## src/rtl/pipe_hazard_ctrl.sv

```systemverilog
// Pipeline stall/flush controller: merges cache stalls, load-use, mul/div
// occupancy and MEM-stage exceptions into per-register hold/bubble strobes.
module pipe_hazard_ctrl #(
    parameter int MUL_CYCLES = 2,
    parameter int DIV_CYCLES = 33,
    parameter int CNT_W      = 6
) (
    input  logic        clk,
    input  logic        rst_n,
    input  logic        icache_stall,
    input  logic        dcache_stall,
    input  logic        idex_load,
    input  logic [4:0]  idex_rt,
    input  logic [4:0]  ifid_rs,
    input  logic [4:0]  ifid_rt,
    input  logic        ifid_rs_used,
    input  logic        ifid_rt_used,
    input  logic        md_start,
    input  logic        md_is_div,
    input  logic        exc_req,
    input  logic [31:0] exc_pc,
    output logic        pc_stall,
    output logic        if_id_stall,
    output logic        id_exe_stall,
    output logic        exe_mem_stall,
    output logic        if_id_flush,
    output logic        id_exe_flush,
    output logic        exe_mem_flush,
    output logic        mem_wb_flush,
    output logic        md_busy,
    output logic        md_done,
    output logic        redirect_valid,
    output logic [31:0] redirect_pc
);

    typedef enum logic [1:0] {IDLE, MD_BUSY, EXC_WAIT} state_t;

    state_t            state;
    logic [CNT_W-1:0]  cnt;
    logic [31:0]       epc;

    logic run, exc_fire, dc_hold, md_go, md_stall, load_use, lu, ic;

    always_comb begin
        run      = (state != EXC_WAIT);
        // An exception flushes only once MEM is free; EXC_WAIT replays the latched one.
        exc_fire = rst_n && !dcache_stall && ((run && exc_req) || !run);
        dc_hold  = rst_n && dcache_stall;
        md_go    = rst_n && (state == IDLE) && md_start && !exc_req && !dcache_stall;
        md_stall = !exc_fire && (md_go || (rst_n && (state == MD_BUSY) && (cnt != '0)));
        load_use = idex_load && (idex_rt != 5'd0) &&
                   ((ifid_rs_used && (ifid_rs == idex_rt)) ||
                    (ifid_rt_used && (ifid_rt == idex_rt)));
        // Deeper holds already freeze the upstream stages, so they mask shallower causes.
        lu       = rst_n && load_use && !exc_fire && !dc_hold && !md_stall;
        ic       = rst_n && icache_stall && !exc_fire && !dc_hold && !md_stall && !load_use;

        pc_stall       = dc_hold || md_stall || lu || ic;
        if_id_stall    = dc_hold || md_stall || lu;
        id_exe_stall   = dc_hold || md_stall;
        exe_mem_stall  = dc_hold;
        if_id_flush    = exc_fire || ic;
        id_exe_flush   = exc_fire || lu;
        exe_mem_flush  = exc_fire || (md_stall && !dc_hold);
        mem_wb_flush   = exc_fire || dc_hold;
        md_busy        = md_stall;
        // A pending exception squashes the mul/div, so its completion is not reported.
        md_done        = rst_n && (state == MD_BUSY) && (cnt == '0) && !exc_req;
        redirect_valid = exc_fire;
        redirect_pc    = !exc_fire ? 32'd0 : (run ? exc_pc : epc);
    end

    always_ff @(posedge clk) begin
        if (!rst_n) begin
            state <= IDLE;
            cnt   <= '0;
            epc   <= '0;
        end else if (state == EXC_WAIT) begin
            if (!dcache_stall) begin
                state <= IDLE;
                cnt   <= '0;
            end
        end else if (exc_req) begin
            cnt <= '0;
            if (dcache_stall) begin
                state <= EXC_WAIT;
                epc   <= exc_pc;
            end else begin
                state <= IDLE;
            end
        end else if (state == IDLE) begin
            if (md_start && !dcache_stall) begin
                state <= MD_BUSY;
                cnt   <= md_is_div ? CNT_W'(DIV_CYCLES - 1) : CNT_W'(MUL_CYCLES - 1);
            end
        end else begin
            // The unit keeps computing while MEM is stalled.
            if (cnt == '0) state <= IDLE;
            else           cnt   <= cnt - 1'b1;
        end
    end

endmodule

```

## config.mk

```make
export PLATFORM = sky130hd
export DESIGN_NAME = pipe_hazard_ctrl
export DESIGN_NICKNAME = d
export VERILOG_FILES = /design/src/rtl/pipe_hazard_ctrl.sv
export SDC_FILE = /design/constraint.sdc
export NUM_CORES = 1
export LEC_CHECK = 0
export CORE_MARGIN = 2
export CORE_UTILIZATION = 39
export CTS_CLUSTER_DIAMETER = 150
export DETAILED_ROUTE_END_ITERATION = 10
export PLACE_DENSITY = 0.8
export SETUP_SLACK_MARGIN = 0.02
export SYNTH_ARGS = -nofsm -noshare
export SYNTH_HDL_FRONTEND = slang
export SYNTH_SLANG_ARGS = --single-unit
export TNS_END_PERCENT = 20
```

## constraint.sdc

```tcl
create_clock -name clk -period 1.7 [get_ports clk]
set_input_delay 0.34 -clock clk [delete_from_list [all_inputs] [get_ports clk]]
set_output_delay 0.34 -clock clk [all_outputs]
set_load 0.02 [all_outputs]
```

==> results of run 1 <==
-- cell type report --
cell class                 count  area (sq um)
inverter                       8          30.0
clock inverter                 3          18.8
sequential                    40           806
timing repair buffer         185          1830
clock buffer                   5          68.8
fill                         365          1120
multi-input combinational    287          1920
tap                           75          93.8
-- synth_stat cells, drive strengths merged --
library cell    n
nand2         135
a21oi          75
dfxtp          40
clkbuf         18
nor2           11
inv             8
xor2            8
buf             7
nand3           6
o21ai           6
nand2b          4
nor3            4
a21o            3
nor4            3
o2111ai         3
or4             3
a22o            2
a31oi           2
and2            2
ha              2
nand3b          2
nor2b           2
xnor2           2
a221oi          1
a2bb2oi         1
a32oi           1
and4            1
nor4b           1
o211a           1
o211ai          1
o21a            1
o21bai          1
o221a           1
o311a           1
o31ai           1
-- where the power goes --
part           internal (uW)  switching [uW]  total, uW
Clock                    286             355        641
Combinational            442             441        884
Sequential               976            22.0        998
Total                   1700             818       2520
-- cells by family (layout without fill, tap and decap cells) --
kind of cell    Yosys count  after routing
xor+xnor                 10             10
fa+ha+maj                 2              2
flops                    40             40
buf+inv                  33            201
compound gates          101            101
simple gates            174            174
-- registers in the layout, summed over array words and instances, names as in the netlist --
name and cells:
epc 32, cnt 6, state 2
-- worst register-to-register path: stages, from the launching register on --
cell and delay, ns:
dfxtp_2 0.35, buf_6 0.13, buf_6 0.11, nand2b_4 0.08, buf_6 0.14, buf_8 0.14, nand3_1 0.15, buf_4 0.23
nand2_1 0.09, a21oi_1 0.19
-- layer usage --
metal / track usage [%] / vias up / part of all wire, %
met5: 0 / - / 0
met2: 48.8 / 138 / 51
met4: 8.67 / 0 / 2.6
met3: 6.48 / 29 / 6.6
met1: 31.9 / 1545 / 40
li1: - / 1542 / -
-- timing repair --
| action | in CTS | in global routing |
|---|---|---|
| pin swaps | 14 | 22 |
| setup buffers | 14 | 10 |
| cloned | 4 | 1 |
| gates resized for setup | 292 | 63 |
| setup endpoints to repair | 47 | 45 |
-- stage by stage --
stage	setup WS (ns)	utilization (%)	cells	cell area, sq um	setup TNS, ns
2_1_floorplan	-0.0220	-	360	2690	-0.512
3_3_place_gp	-1.00	69.9	567	4110	-39.75
3_5_place_dp	-1.05	69.9	567	4110	-41.56
4_1_cts	-0.407	76.6	593	4510	-8.97
5_1_grt	-0.468	81.0	603	4770	-13.81
6_report	-0.403	81.0	603	4770	-11.29
-- worst max path at each step --
stage	slack [ns]	cells past startpoint	to	startpoint
after floorplan	-0.02	6	redirect_pc[10]	state[1]
after global placement	-1.0	5	redirect_pc[1]	exc_req
after detailed placement	-1.05	6	if_id_flush	idex_rt[1]
after CTS	-0.41	6	pc_stall	cnt[3]
after global routing	-0.47	7	pc_stall	state[1]
final	-0.40	8	if_id_flush	state[1]
-- layout by cell type (no fill, tap or decap), types with 5 or more instances in the layout --
cell type	count
a21oi_1	39
a21oi_2	13
a21oi_4	23
buf_12	6
buf_4	70
buf_6	47
clkbuf_2	5
clkbuf_8	5
clkdlybuf4s50_1	39
dfxtp_1	36
dlygate4sd2_1	8
inv_1	7
nand2_1	122
nand2_2	9
nor2_1	9
xor2_1	8
==> key figures, run 1 <==
Job
  • Max cap viols: 0

Global route
  • All-layer global routing usage: 27.2%
  • Initial antenna violation count: 0
  • Largest net degree at the start of global routing: 33
  • Grt ovf: 0
  • First-pass GRT wire length: 14,100 um
  • Vias in the first global route: 3,055

Timing
  • RSZ-0062 raised after global routing: true
  • Final hold vios: 0
  • Setup violations, final: 42
  • Clock period minus worst slack: 2.10 ns
  • Worst hold slack: 0.458 ns
  • Part of the cycle the worst path needs: 124%
  • Slew of the pin with the lowest slew margin: 0.488 ns
  • Slew HR: 67.2%
  • Peak Freq: 475 MHz
  • Final Max Tran Viols: 0
  • Final WS setup: -0.403 ns
  • Clock Skew: 0.00409 ns

Worst setup path
  • Critical Path Max Stage Delay: 0.34 ns
  • CP cell instances: nor2b_4 > o211ai_1 > buf_4 > buf_4 > buf_6 > nand2_1 > a2bb2oi_2 > buf_6
  • Buffer and inverter count on the worst path: 4
  • Worst path required time: 1.36 ns
  • RR Startpoint: state[1]
  • Startpoint Class: flip-flop
  • CP Class: flip-flop to output pin
  • Crit path max-delay family: buffers and inverters
  • Reg2reg end: epc[4]
  • Critical path capture point type: output pin
  • R2R cell count: 9
  • Crit Path Max Fanout: 5
  • Arr. time, crit path: 1.76 ns
  • Crit-path slowest cell: dfxtp_2
  • Worst R2R Setup Slack: 0.01 ns

Yosys
  • Synth Area in Simple Gates: 31.2%
  • Synth Area in Compound Gates: 24.3%
  • Mapped cell area: 0.00235 sq mm
  • Syn_nets: 419
  • Post-Synthesis Cells: 360
  • Share of Yosys cell area claimed by the top area cell type: 34.0%
  • Syn Area/Cell: 6.54 sq um
  • Synth Area in Adders: 1.06%
  • Synth area leaders: dfxtp_1 34%, nand2_1 22%, a21oi_1 16%
  • Post-synthesis mux area share: 0%
  • Area leader, netlist: dfxtp_1
  • Netlist cell types: 38
  • Largest family of logic cells by synthesized area: simple AND/OR/NAND/NOR gates
  • Ys Warns: 0
  • Synth Area in XOR/XNOR: 3.72%
  • Synthesis-stage register bit count: 40
  • Sequential element share of the synthesized area: 34.0%

Drt
  • Post-DR vias/cell: 5.40
  • Final WL: 10,100 um
  • Final ANT Viol Nets: 0
  • WL/cell: 16.8 um
  • Initial drt markers: 195
  • Drt drc: 0
  • DR pass1 iterations: 4
  • Routed via count: 3,254

Floorplanning
  • Chip Width: 81.7 um
  • Die area: 0.00668 sq mm
  • Ports: 100
  • Chip height: 81.7 um
  • Starting Density: 40.0%
  • Core area: 0.00589 sq mm
  • Site Rows: 28

Min path
  • Worst Hold Endpoint: epc[8]
  • HP Class: flip-flop to flip-flop
  • Min-Delay Startpoint: epc[8]
  • Hold path cells: 2

Cells and area
  • Ant diodes: 0
  • Nets: 586
  • Area grow syn2layout: 102%
  • Layout cells sized above 1: 41.7%

Clock network
  • Clock Path Buffers: 2
  • Worst skew pair latency: 0.30 ns
  • Clock transition at path regs: 0.08 ns
  • Cts bufs inserted: 5
  • Clock sinks: 40
  • Hold_buf cts: 0
  • CTS root buf: clkbuf_8
  • CTS tree: built
  • H-tree depth: 2

Placement
  • Final HPWL DP: 5820 um
  • RePlAce Congestion: 0.879
  • Port Buffers: 99

Status
  • Run status: finished with violations
  • Failing checks: negative setup slack

Power and ir drop
  • Leak pwr: 0.00196 uW
  • Peak supply drop: 0.435 mV
  • Power per Cell Area: 529 mW/mm^2
  • Total power: 2520 uW
Power figures use the tool's default switching activity.
==> run 2, diff against run 1 <==
--- a/config.mk
+++ b/config.mk
@@ -5,11 +5,13 @@
 export SDC_FILE = /design/constraint.sdc
 export NUM_CORES = 1
 export LEC_CHECK = 0
-export CORE_MARGIN = 2
+export CAP_MARGIN = 0
+export CORE_MARGIN = 4
 export CORE_UTILIZATION = 39
 export CTS_CLUSTER_DIAMETER = 150
 export DETAILED_ROUTE_END_ITERATION = 10
 export PLACE_DENSITY = 0.8
+export RECOVER_POWER = 25
 export SETUP_SLACK_MARGIN = 0.02
 export SYNTH_ARGS = -nofsm -noshare
 export SYNTH_HDL_FRONTEND = slang
==> run 2 against run 1 <==
The run still ends with negative setup slack left; sequential cell count stayed put; core utilization is 3.8 points lower; final area is 4.7% lower; worst hold slack hardly changed; largest power group unchanged; critical endpoint is now pc_stall; largest cell class unchanged.
==> key figures, run 2 (synthesized netlist as in run 1, its figures left out) <==
Worst setup path
  • Critical path capture point type: output pin
  • Arr. time, crit path: 1.75 ns (about the same)
  • Crit Path Max Fanout: 3 (-2)
  • Worst path required time: 1.36 ns (about the same)
  • Worst R2R Setup Slack: 0.07 ns (+0.06 ns)
  • CP Launch Point: cnt[2]
  • RR Startpoint: state[1]
  • CP Class: flip-flop to output pin
  • Startpoint Class: flip-flop

Clock network
  • Clock Path Buffers: 2 (unchanged)
  • Clock transition at path regs: 0.08 ns (about the same)
  • CTS root buf: clkbuf_8
  • H-tree depth: 2 (unchanged)
  • Clock sinks: 40 (unchanged)
  • Cts bufs inserted: 5 (unchanged)
  • CTS tree: built
  • Worst skew pair latency: 0.29 ns (about the same)

Timing
  • Peak Freq: 478 MHz (+0.47%)
  • Clock Skew: 0.0116 ns (+0.00749 ns)
  • Slew HR: 63.4% (-3.9 points)
  • Part of the cycle the worst path needs: 123% (-0.57 points)
  • Clock period minus worst slack: 2.09 ns (-0.00977 ns)
  • Setup violations, final: 42 (unchanged)
  • Setup TNS: -12.61 ns (-1.32 ns)
  • RSZ-0062 raised after global routing: true
  • Final Max Tran Viols: 0 (unchanged)
  • Final WS setup: -0.393 ns (+0.00977 ns)
  • Final hold vios: 0 (unchanged)
  • Slew of the pin with the lowest slew margin: 0.545 ns (+0.0579 ns)

Status
  • Run status: finished with violations
  • Failing checks: negative setup slack

Cells and area
  • Layout cells sized above 1: 35.6% (-6.1 points)
  • Biggest register: epc
  • Max FFs per register: 32 (unchanged)
  • Commonest non-fill, non-tap cell in the layout: nand2_1
  • Area grow syn2layout: 92.9%
  • Ant diodes: 0 (unchanged)
  • Non-filler cells, final: 586 (-2.8%)
  • Biggest registers after layout: epc x32, cnt x6, state x2
  • Filler cells: 425 (+16%)
  • Design Area, Final: 0.00454 sq mm (-4.7%)
  • Nets: 569 (-2.9%)
  • Most frequent cells in the layout: 135 x nand2_1, 62 x buf_4, 40 x a21oi_1, 39 x buf_6, 38 x clkdlybuf4s50_1

Power and ir drop
  • Total power: 2600 uW (+3.2%)
  • Power per Cell Area: 573 mW/mm^2 (+8.4%)
  • Leak pwr: 0.00183 uW (-6.8%)
  • Peak supply drop: 0.554 mV (+28%)

Drt
  • Initial drt markers: 124 (-36%)
  • Routed via count: 3,082 (-5.3%)
  • WL/cell: 15.1 um (-10%)
  • Final ANT Viol Nets: 0 (unchanged)
  • Drt drc: 0 (unchanged)
  • Final WL: 8830 um (-13%)
  • Post-DR vias/cell: 5.26 (-2.5%)
  • DR pass1 iterations: 4 (unchanged)

Floorplanning
  • Ports: 100 (unchanged)
  • Site Rows: 28 (unchanged)
  • Starting Density: 40.0% (unchanged)
  • Chip height: 85.7 um (+4.9%)
  • Core area: 0.00589 sq mm (unchanged)
  • Chip Width: 85.7 um (+4.9%)
  • Die area: 0.00735 sq mm (+10%)

Placement
  • RePlAce Congestion: 0.856 (-2.6%)
  • DP Area: 0.00419 sq mm (+1.8%)
  • Port Buffers: 99 (unchanged)
  • Placed insts: 570 (+0.53%)
  • Final HPWL DP: 6210 um (+6.7%)

Min path
  • Min-Delay Startpoint: epc[7]
  • HP Class: flip-flop to flip-flop

Global route
  • Initial antenna violation count: 0 (unchanged)
  • Vias in the first global route: 3,088 (+1.1%)
  • All-layer global routing usage: 23.8% (-3.4 points)
  • Largest net degree at the start of global routing: 38 (+15%)
  • First-pass GRT wire length: 14,300 um (+1.8%)
  • Grt ovf: 0 (unchanged)

Job
  • Max cap viols: 0 (unchanged)
==> run 2: cell types whose count changed in the layout (fill, tap and decap cells not counted), moves of 3 or more <==
cell / change
buf_6: -8
clkdlybuf4s15_2: +3
nand2_2: -9
nand2_4: -4
a21oi_4: +3
buf_12: -4
buf_4: -8
clkbuf_2: -4
a21oi_2: -4
nand2_1: +13
dlygate4sd2_1: +6
==> run 2: timing repair <==
item                       CTS  global route
hold buffers                 0             0
buffers inserted             6             1
pin swaps                   15             4
setup endpoints to repair   46            45
cloned                       1             0
gates resized for setup    260            45
==> run 2: final cells by class <==
type,instances,area (sq um),area share (%)
clock buffers,6,82.6,1.82
clock inverters,2,38.8,0.854
inverters,8,30.0,0.661
multi-input cells,287,1870,41.1
flip-flops and latches,40,807,17.8
well taps,75,93.8,2.07
repair buffers,168,1630,35.8
==> run 2: per-stage QoR <==
stage / hold WS (ns) / setup WS [ns] / util, %
after floorplan: 0.437 / -0.0220 / -
after global placement: 0.442 / -1.02 / 71.1
after detailed placement: 0.447 / -1.11 / 71.1
after CTS: 0.458 / -0.428 / 75.6
after global routing: 0.473 / -0.511 / 77.2
final: 0.458 / -0.393 / 77.2
==> run 2: routing by layer <==
metal / up-vias / GRT usage [%] / share of wire [%]
li1: 1511 / - / -
met1: 1462 / 28.7 / 41
met2: 95 / 42.5 / 52
met3: 14 / 5.09 / 5.7
met4: 0 / 6.47 / 1.3
met5: - / 0 / 0
==> run 2: path summary, 6_finish.rpt <==
check             cells after the start       end
hold reg to reg                       2    epc[7]
hold / removal                        2    epc[7]
setup reg to reg                      7    epc[5]
setup / recovery                      6  pc_stall
==> run 2: critical path, stage by stage (launching register included) <==
cell and delay (ns):
dfxtp_2 0.34, nor4_4 0.35, a21oi_2 0.13, buf_4 0.16
a221oi_4 0.26, o21ai_2 0.09, buf_6 0.14
==> run 2: where the power goes <==
group          internal (uW)  switching [uW]
Combinational            389             400
Clock                    480             337
Sequential               976            20.7
Total                   1850             758
